<file path="src/rtl/elevator_call_scheduler.sv">
// elevator_call_scheduler
//   Request side of the elevator controller. Latches call buttons into a
//   pending set, picks the next target floor in SCAN order, hands it to the
//   car FSM, clears the served call on arrival and times the door interval.
//   Optional feature macro: REQ_DEBOUNCE_EN (2-FF synchronizer plus
//   per-button debounce counter in front of the pending set).
module elevator_call_scheduler #(
    parameter int NUM_FLOORS      = 10,
    parameter int FLOOR_W         = 4,
    parameter int DOOR_CYCLES     = 10000000,
    parameter int DEBOUNCE_CYCLES = 100000
) (
    input  logic                  clk,
    input  logic                  rst_n,
    input  logic [NUM_FLOORS-1:0] call_btn,
    input  logic [FLOOR_W-1:0]    current_floor,
    input  logic                  car_idle,
    output logic [FLOOR_W-1:0]    target_floor,
    output logic                  target_valid,
    output logic                  door_open,
    output logic                  dir_up,
    output logic [NUM_FLOORS-1:0] pending
);

    localparam int TIMER_W = (DOOR_CYCLES > 1) ? $clog2(DOOR_CYCLES) : 1;
    localparam logic [TIMER_W-1:0] DOOR_LOAD = TIMER_W'(DOOR_CYCLES - 1);

    typedef enum logic [1:0] {
        ST_IDLE     = 2'd0,
        ST_SELECT   = 2'd1,
        ST_DISPATCH = 2'd2,
        ST_DOOR     = 2'd3
    } state_t;

    state_t                state_r, state_next_s;
    logic [NUM_FLOORS-1:0] pending_r, pending_next_s;
    logic [FLOOR_W-1:0]    target_floor_r;
    logic                  target_valid_r, door_open_r, dir_up_r;
    logic [TIMER_W-1:0]    timer_r, timer_next_s;

    logic [NUM_FLOORS-1:0] set_mask_s, own_mask_s, clear_mask_s;
    logic                  cur_legal_s, arrive_s, between_s, door_entry_s, door_press_s;
    logic                  lo_ge_found_s, lo_gt_found_s, hi_le_found_s, hi_lt_found_s;
    logic [FLOOR_W-1:0]    lo_ge_s, lo_gt_s, hi_le_s, hi_lt_s;
    logic                  sel_found_s, sel_dir_s;
    logic [FLOOR_W-1:0]    sel_target_s;

`ifdef REQ_DEBOUNCE_EN
    localparam int CNT_W = (DEBOUNCE_CYCLES > 1) ? $clog2(DEBOUNCE_CYCLES) : 1;
    localparam logic [CNT_W-1:0] CNT_LAST = CNT_W'(DEBOUNCE_CYCLES - 1);

    logic [NUM_FLOORS-1:0] sync1_r, sync2_r, fired_r, set_pulse_r;
    logic [CNT_W-1:0]      cnt_r [NUM_FLOORS];

    // Synchronize each button and emit one set pulse per stable press.
    always_ff @(posedge clk or negedge rst_n) begin
        if (!rst_n) begin
            sync1_r     <= {NUM_FLOORS{1'b0}};
            sync2_r     <= {NUM_FLOORS{1'b0}};
            fired_r     <= {NUM_FLOORS{1'b0}};
            set_pulse_r <= {NUM_FLOORS{1'b0}};
            for (int i = 0; i < NUM_FLOORS; i++) begin
                cnt_r[i] <= {CNT_W{1'b0}};
            end
        end else begin
            sync1_r <= call_btn;
            sync2_r <= sync1_r;
            for (int i = 0; i < NUM_FLOORS; i++) begin
                if (!sync2_r[i]) begin
                    cnt_r[i]       <= {CNT_W{1'b0}};
                    fired_r[i]     <= 1'b0;
                    set_pulse_r[i] <= 1'b0;
                end else if (fired_r[i]) begin
                    set_pulse_r[i] <= 1'b0;
                end else if (cnt_r[i] == CNT_LAST) begin
                    cnt_r[i]       <= {CNT_W{1'b0}};
                    fired_r[i]     <= 1'b1;
                    set_pulse_r[i] <= 1'b1;
                end else begin
                    cnt_r[i]       <= cnt_r[i] + CNT_W'(1'b1);
                    set_pulse_r[i] <= 1'b0;
                end
            end
        end
    end

    assign set_mask_s = set_pulse_r;
`else
    assign set_mask_s = call_btn;
`endif

    assign cur_legal_s  = ({1'b0, current_floor} < (FLOOR_W+1)'(NUM_FLOORS));
    assign arrive_s     = car_idle && (current_floor == target_floor_r);
    assign door_entry_s = (state_r == ST_DISPATCH) && arrive_s;
    assign door_press_s = (state_r == ST_DOOR) && (|(set_mask_s & own_mask_s));

    // Scan the pending set for the nearest call on each side of the car and for calls en route.
    always_comb begin
        lo_ge_found_s = 1'b0; lo_ge_s = {FLOOR_W{1'b0}};
        lo_gt_found_s = 1'b0; lo_gt_s = {FLOOR_W{1'b0}};
        hi_le_found_s = 1'b0; hi_le_s = {FLOOR_W{1'b0}};
        hi_lt_found_s = 1'b0; hi_lt_s = {FLOOR_W{1'b0}};
        between_s     = 1'b0;
        own_mask_s    = {NUM_FLOORS{1'b0}};
        clear_mask_s  = {NUM_FLOORS{1'b0}};
        // Descending walk: the last hit is the lowest qualifying floor.
        for (int i = NUM_FLOORS - 1; i >= 0; i--) begin
            lo_ge_s       = (pending_r[i] && (FLOOR_W'(i) >= current_floor)) ? FLOOR_W'(i) : lo_ge_s;
            lo_ge_found_s = lo_ge_found_s | (pending_r[i] && (FLOOR_W'(i) >= current_floor));
            lo_gt_s       = (pending_r[i] && (FLOOR_W'(i) >  current_floor)) ? FLOOR_W'(i) : lo_gt_s;
            lo_gt_found_s = lo_gt_found_s | (pending_r[i] && (FLOOR_W'(i) >  current_floor));
        end
        // Ascending walk: the last hit is the highest qualifying floor.
        for (int i = 0; i < NUM_FLOORS; i++) begin
            hi_le_s       = (pending_r[i] && (FLOOR_W'(i) <= current_floor)) ? FLOOR_W'(i) : hi_le_s;
            hi_le_found_s = hi_le_found_s | (pending_r[i] && (FLOOR_W'(i) <= current_floor));
            hi_lt_s       = (pending_r[i] && (FLOOR_W'(i) <  current_floor)) ? FLOOR_W'(i) : hi_lt_s;
            hi_lt_found_s = hi_lt_found_s | (pending_r[i] && (FLOOR_W'(i) <  current_floor));
            between_s     = between_s | (pending_r[i] &&
                            (((FLOOR_W'(i) > current_floor) && (FLOOR_W'(i) < target_floor_r)) ||
                             ((FLOOR_W'(i) < current_floor) && (FLOOR_W'(i) > target_floor_r))));
            own_mask_s[i]   = (current_floor  == FLOOR_W'(i));
            clear_mask_s[i] = (target_floor_r == FLOOR_W'(i));
        end
    end

    // SCAN choice: keep going in the current direction, otherwise reverse.
    always_comb begin
        sel_found_s  = 1'b0;
        sel_target_s = target_floor_r;
        sel_dir_s    = dir_up_r;
        if (!cur_legal_s) begin
            sel_found_s = 1'b0;
        end else if (dir_up_r) begin
            if (lo_ge_found_s) begin
                sel_found_s = 1'b1; sel_target_s = lo_ge_s; sel_dir_s = 1'b1;
            end else if (hi_lt_found_s) begin
                sel_found_s = 1'b1; sel_target_s = hi_lt_s; sel_dir_s = 1'b0;
            end else begin
                sel_found_s = 1'b0;
            end
        end else begin
            if (hi_le_found_s) begin
                sel_found_s = 1'b1; sel_target_s = hi_le_s; sel_dir_s = 1'b0;
            end else if (lo_gt_found_s) begin
                sel_found_s = 1'b1; sel_target_s = lo_gt_s; sel_dir_s = 1'b1;
            end else begin
                sel_found_s = 1'b0;
            end
        end
    end

    // Next state and door timer.
    always_comb begin
        state_next_s = state_r;
        timer_next_s = timer_r;
        case (state_r)
            ST_IDLE: begin
                if (|pending_r) state_next_s = ST_SELECT;
                else            state_next_s = ST_IDLE;
            end
            ST_SELECT: begin
                state_next_s = ST_DISPATCH;
            end
            ST_DISPATCH: begin
                if (arrive_s) begin
                    state_next_s = ST_DOOR;
                    timer_next_s = DOOR_LOAD;
                end else if (!cur_legal_s || between_s) begin
                    state_next_s = ST_SELECT;
                end else begin
                    state_next_s = ST_DISPATCH;
                end
            end
            ST_DOOR: begin
                if (door_press_s) begin
                    state_next_s = ST_DOOR;
                    timer_next_s = DOOR_LOAD;
                end else if (timer_r == {TIMER_W{1'b0}}) begin
                    state_next_s = ST_IDLE;
                end else begin
                    state_next_s = ST_DOOR;
                    timer_next_s = timer_r - TIMER_W'(1'b1);
                end
            end
            default: begin
                state_next_s = ST_IDLE;
            end
        endcase
    end

    // Pending set: sticky sets, own-floor presses swallowed during DOOR, clear wins on DOOR entry.
    always_comb begin
        pending_next_s = pending_r;
        if (state_r == ST_DOOR) pending_next_s = pending_r | (set_mask_s & ~own_mask_s);
        else                    pending_next_s = pending_r | set_mask_s;
        if (door_entry_s) pending_next_s = pending_next_s & ~clear_mask_s;
        else              pending_next_s = pending_next_s;
    end

    // State, timer, pending set and registered status outputs.
    always_ff @(posedge clk or negedge rst_n) begin
        if (!rst_n) begin
            state_r        <= ST_IDLE;
            timer_r        <= {TIMER_W{1'b0}};
            pending_r      <= {NUM_FLOORS{1'b0}};
            target_valid_r <= 1'b0;
            door_open_r    <= 1'b0;
        end else begin
            state_r        <= state_next_s;
            timer_r        <= timer_next_s;
            pending_r      <= pending_next_s;
            target_valid_r <= (state_next_s == ST_DISPATCH);
            door_open_r    <= (state_next_s == ST_DOOR);
        end
    end

    // Target and direction only change when SELECT finds a qualifying floor.
    always_ff @(posedge clk or negedge rst_n) begin
        if (!rst_n) begin
            target_floor_r <= {FLOOR_W{1'b0}};
            dir_up_r       <= 1'b1;
        end else if ((state_r == ST_SELECT) && sel_found_s) begin
            target_floor_r <= sel_target_s;
            dir_up_r       <= sel_dir_s;
        end
    end

    assign target_floor = target_floor_r;
    assign target_valid = target_valid_r;
    assign door_open    = door_open_r;
    assign dir_up       = dir_up_r;
    assign pending      = pending_r;

endmodule
</file>
<file path="config.mk">
export PLATFORM = sky130hd
export DESIGN_NAME = elevator_call_scheduler
export DESIGN_NICKNAME = d
export VERILOG_FILES = /design/src/rtl/elevator_call_scheduler.sv
export SDC_FILE = /design/constraint.sdc
export NUM_CORES = 1
export LEC_CHECK = 0
export ABC_AREA = 1
export CORE_MARGIN = 2
export CORE_UTILIZATION = 50
export DETAILED_ROUTE_END_ITERATION = 12
export GPL_ROUTABILITY_DRIVEN = 0
export PLACE_DENSITY = 0.74
export SYNTH_ARGS = -nofsm -noshare
export SYNTH_HDL_FRONTEND = slang
export SYNTH_SLANG_ARGS = --single-unit
</file>
<file path="constraint.sdc">
create_clock -name clk -period 4.6 [get_ports clk]
set_input_delay 0.69 -clock clk [delete_from_list [all_inputs] [get_ports clk]]
set_output_delay 0.69 -clock clk [all_outputs]
set_load 0.01 [all_outputs]
</file>
==> flow_summary.json <==
{
  "p_leak_uw": 0.00197,
  "slew_headroom_pct": 36.1,
  "gr-total-overflow": 0,
  "max_stage_delay_ps": 640,
  "place_inst": 661,
  "ff_latch_area_um2": 1080,
  "place_hpwl_um": 7560,
  "clock.fmax_ghz": 0.313,
  "synth_area_per_cell_um2": 6.20,
  "synth_area_leaders": "dfrtp_1, nand2_1, nor2_1, inv_1, nand3_1",
  "finalNetCount": 606,
  "r2r_end": "timer_r[1]",
  "yosysSeqAreaShare_pct": 31.1,
  "antenna_found_initial": 0,
  "final_cells": 669,
  "dpl_cell_area_um2": 3810,
  "status": "completed",
  "wirelength_um": 9760,
  "finalHoldViolCount": 0,
  "wl_per_cell_um": 14.6,
  "final_design_area_no_fill_um2": 3910,
  "ys_ff_latch": 43,
  "utilization_pct": 57.9,
  "fin_crit_ps": 3190,
  "root_buffer": "clkbuf_8",
  "start_kind": "primary input",
  "endpoint": "timer_r[1]",
  "skew_ps": 3.84,
  "num_vias": 3790,
  "via_per_inst": 5.67,
  "io_pins": 34,
  "post_cts_resize_count": 0,
  "die_y_um": 87.2,
  "n_antenna_cell": 0,
  "syn_inst": 558,
  "synth_top_area_share_pct": 30.4,
  "clk_latency_ps": 290,
  "holdWs_ps": 546,
  "worstPathCellList": "clkdlybuf4s50_1, inv_1, nor2_1, nand2_1, inv_1, nand2_1, nand2_1, a21oi_1, nand2_1, nor2_4, nand3_2, nand2_4, inv_4, nand2_1, o211ai_1",
  "synth_cell_types": 41,
  "drive_gt1_share_pct": 4.92,
  "netlist_area_um2": 3460,
  "hp-class": "primary input to asynchronous set/reset pin",
  "drc_errors": 0,
  "syn_to_final_growth_pct": 13.1,
  "clk_pin_slew_ps": 80,
  "detail-route-antenna-nets": 0,
  "cp.required_ps": 4760,
  "grt_pass1_vias": 3666,
  "grt_usage_pct": 27.4,
  "cts_tree": "yes",
  "arrival_ps": 3360,
  "rsz0062_at_grt": "false",
  "path_max_fanout": 27,
  "yosysWarnings": 0,
  "synth.net_count": 576,
  "crit_top_cell": "nand2_1",
  "yosys.area.top_type": "dfrtp_1",
  "setup_violations": 0,
  "htreeDepth": 2,
  "slew_viol_final": 0,
  "drt_iter0_markers": 241,
  "reg2regPathDepth": 11,
  "critPathTopFamily": "simple AND/OR/NAND/NOR gates",
  "cts.sinks": 43,
  "rows": 30,
  "cts.path.max_buffers": 2,
  "path_class": "primary input to register",
  "worst-path-stages": 15,
  "cp-startpoint": "current_floor[3]",
  "grt_pass1_wl_um": 16500,
  "slowest_stage": "clkdlybuf4s50_1",
  "die_x_um": 87.2,
  "core_region_area_um2": 6760,
  "fillers": 688,
  "powerDensity_nw_per_um2": 220,
  "r2r_start": "timer_r[0]",
  "timing.final.crit_share_pct": 69.4,
  "critPathBufInv": 4,
  "final_common_cell": "nand2_1",
  "ff2ff_setup_slack_ps": 1950,
  "tightestPinTransition_ps": 959,
  "postCtsSetupRepairBufs": 0,
  "final_cell_mix": "nand2_1, nor2_1, inv_1, dfrtp_1, nand3_1",
  "cts_buffers": 5,
  "critical_path.endpoint_type": "register",
  "grt_max_degree": 44,
  "ir_drop_mv": 0.145,
  "drt_pre_antenna_iters": 6,
  "dieArea_um2": 7600,
  "floorplan.initialDensity_pct": 51.2,
  "cts_hold_buf": 0,
  "multi_input_area_um2": 2070,
  "port-buffer-count": 33,
  "drv_cap": 0,
  "final.setup.tns_ps": 0
}
==> state kept, by name, indices dropped and copies added (netlist names) <==
register and count:
door_open 1, dir_up 1, timer_r 24, target_valid 1, pending 10, state_r 2, target_floor 4
==> worst min path at each step <==
stage | startpoint | end
after floorplan | rst_n | door_open
after detailed placement | timer_r[1] | timer_r[1]
final | rst_n | timer_r[0]
after global routing | dir_up | target_floor[2]
after global placement | timer_r[1] | timer_r[1]
after CTS | timer_r[1] | timer_r[1]
==> per-layer routing <==
layer	global-route usage, %	vias up	wire length, um
met2	50.5	140	5010
met4	9.79	0	226
met3	3.51	22	445
met1	32.4	1744	4080
li1	-	1884	-
met5	0	-	0
==> report_power, final <==
| part | internal (uW) | switching (uW) |
|---|---|---|
| registers | 395 | 16.1 |
| clock network | 137 | 124 |
| logic | 65.1 | 122 |
| total | 597 | 263 |
==> layout make-up <==
class                      instances  area share [%]
multi-input combinational        442            52.9
sequential                        43            27.5
timing repair buffer              33            8.31
inverter                          63            6.11
clock buffer                       8            2.56
tap                               80            2.56
==> metrics by stage <==
stage	setup WS [ps]	power, uW
floorplan	2420	541
global placement	1260	600
detailed placement	1140	604
CTS	1450	870
global route	1120	910
finish	1410	860
==> cells in the mapped netlist (all sizes together) <==
cell	number
clkinv	1
nor3	8
or2	4
nand3	38
inv	62
nor2	70
a31oi	9
o311ai	1
o2111ai	1
o211ai	4
o31ai	4
clkbuf	3
o21ai	34
buf	7
dfrtp	42
a41oi	2
nand2	201
nand4	9
a21oi	28
nor4	6
o22ai	6
nand3b	6
ha	1
xor2	9
dfstp	1
and2	1
==> worst reg2reg max path: stages, from the launching register on <==
cell	delay, ps
dfrtp_1	360
inv_1	110
ha_1	270
nand2_1	160
nor2_1	240
nand3_1	120
nor4_1	310
nand3_2	140
nand2_4	270
inv_4	170
nand2_1	250
o211ai_1	120
==> kinds of logic after synthesis <==
| family | share of synthesized area (%) |
|---|---|
| xor gates and xnor gates | 2.28 |
| buffers and inverters | 9.00 |
| and+or+nand+nor | 42.2 |
| adders and majority gates | 0.361 |
| DFF | 31.1 |
| AOI/OAI and AO/OA | 15.0 |
No activity file was read; power rests on OpenSTA's default activity.
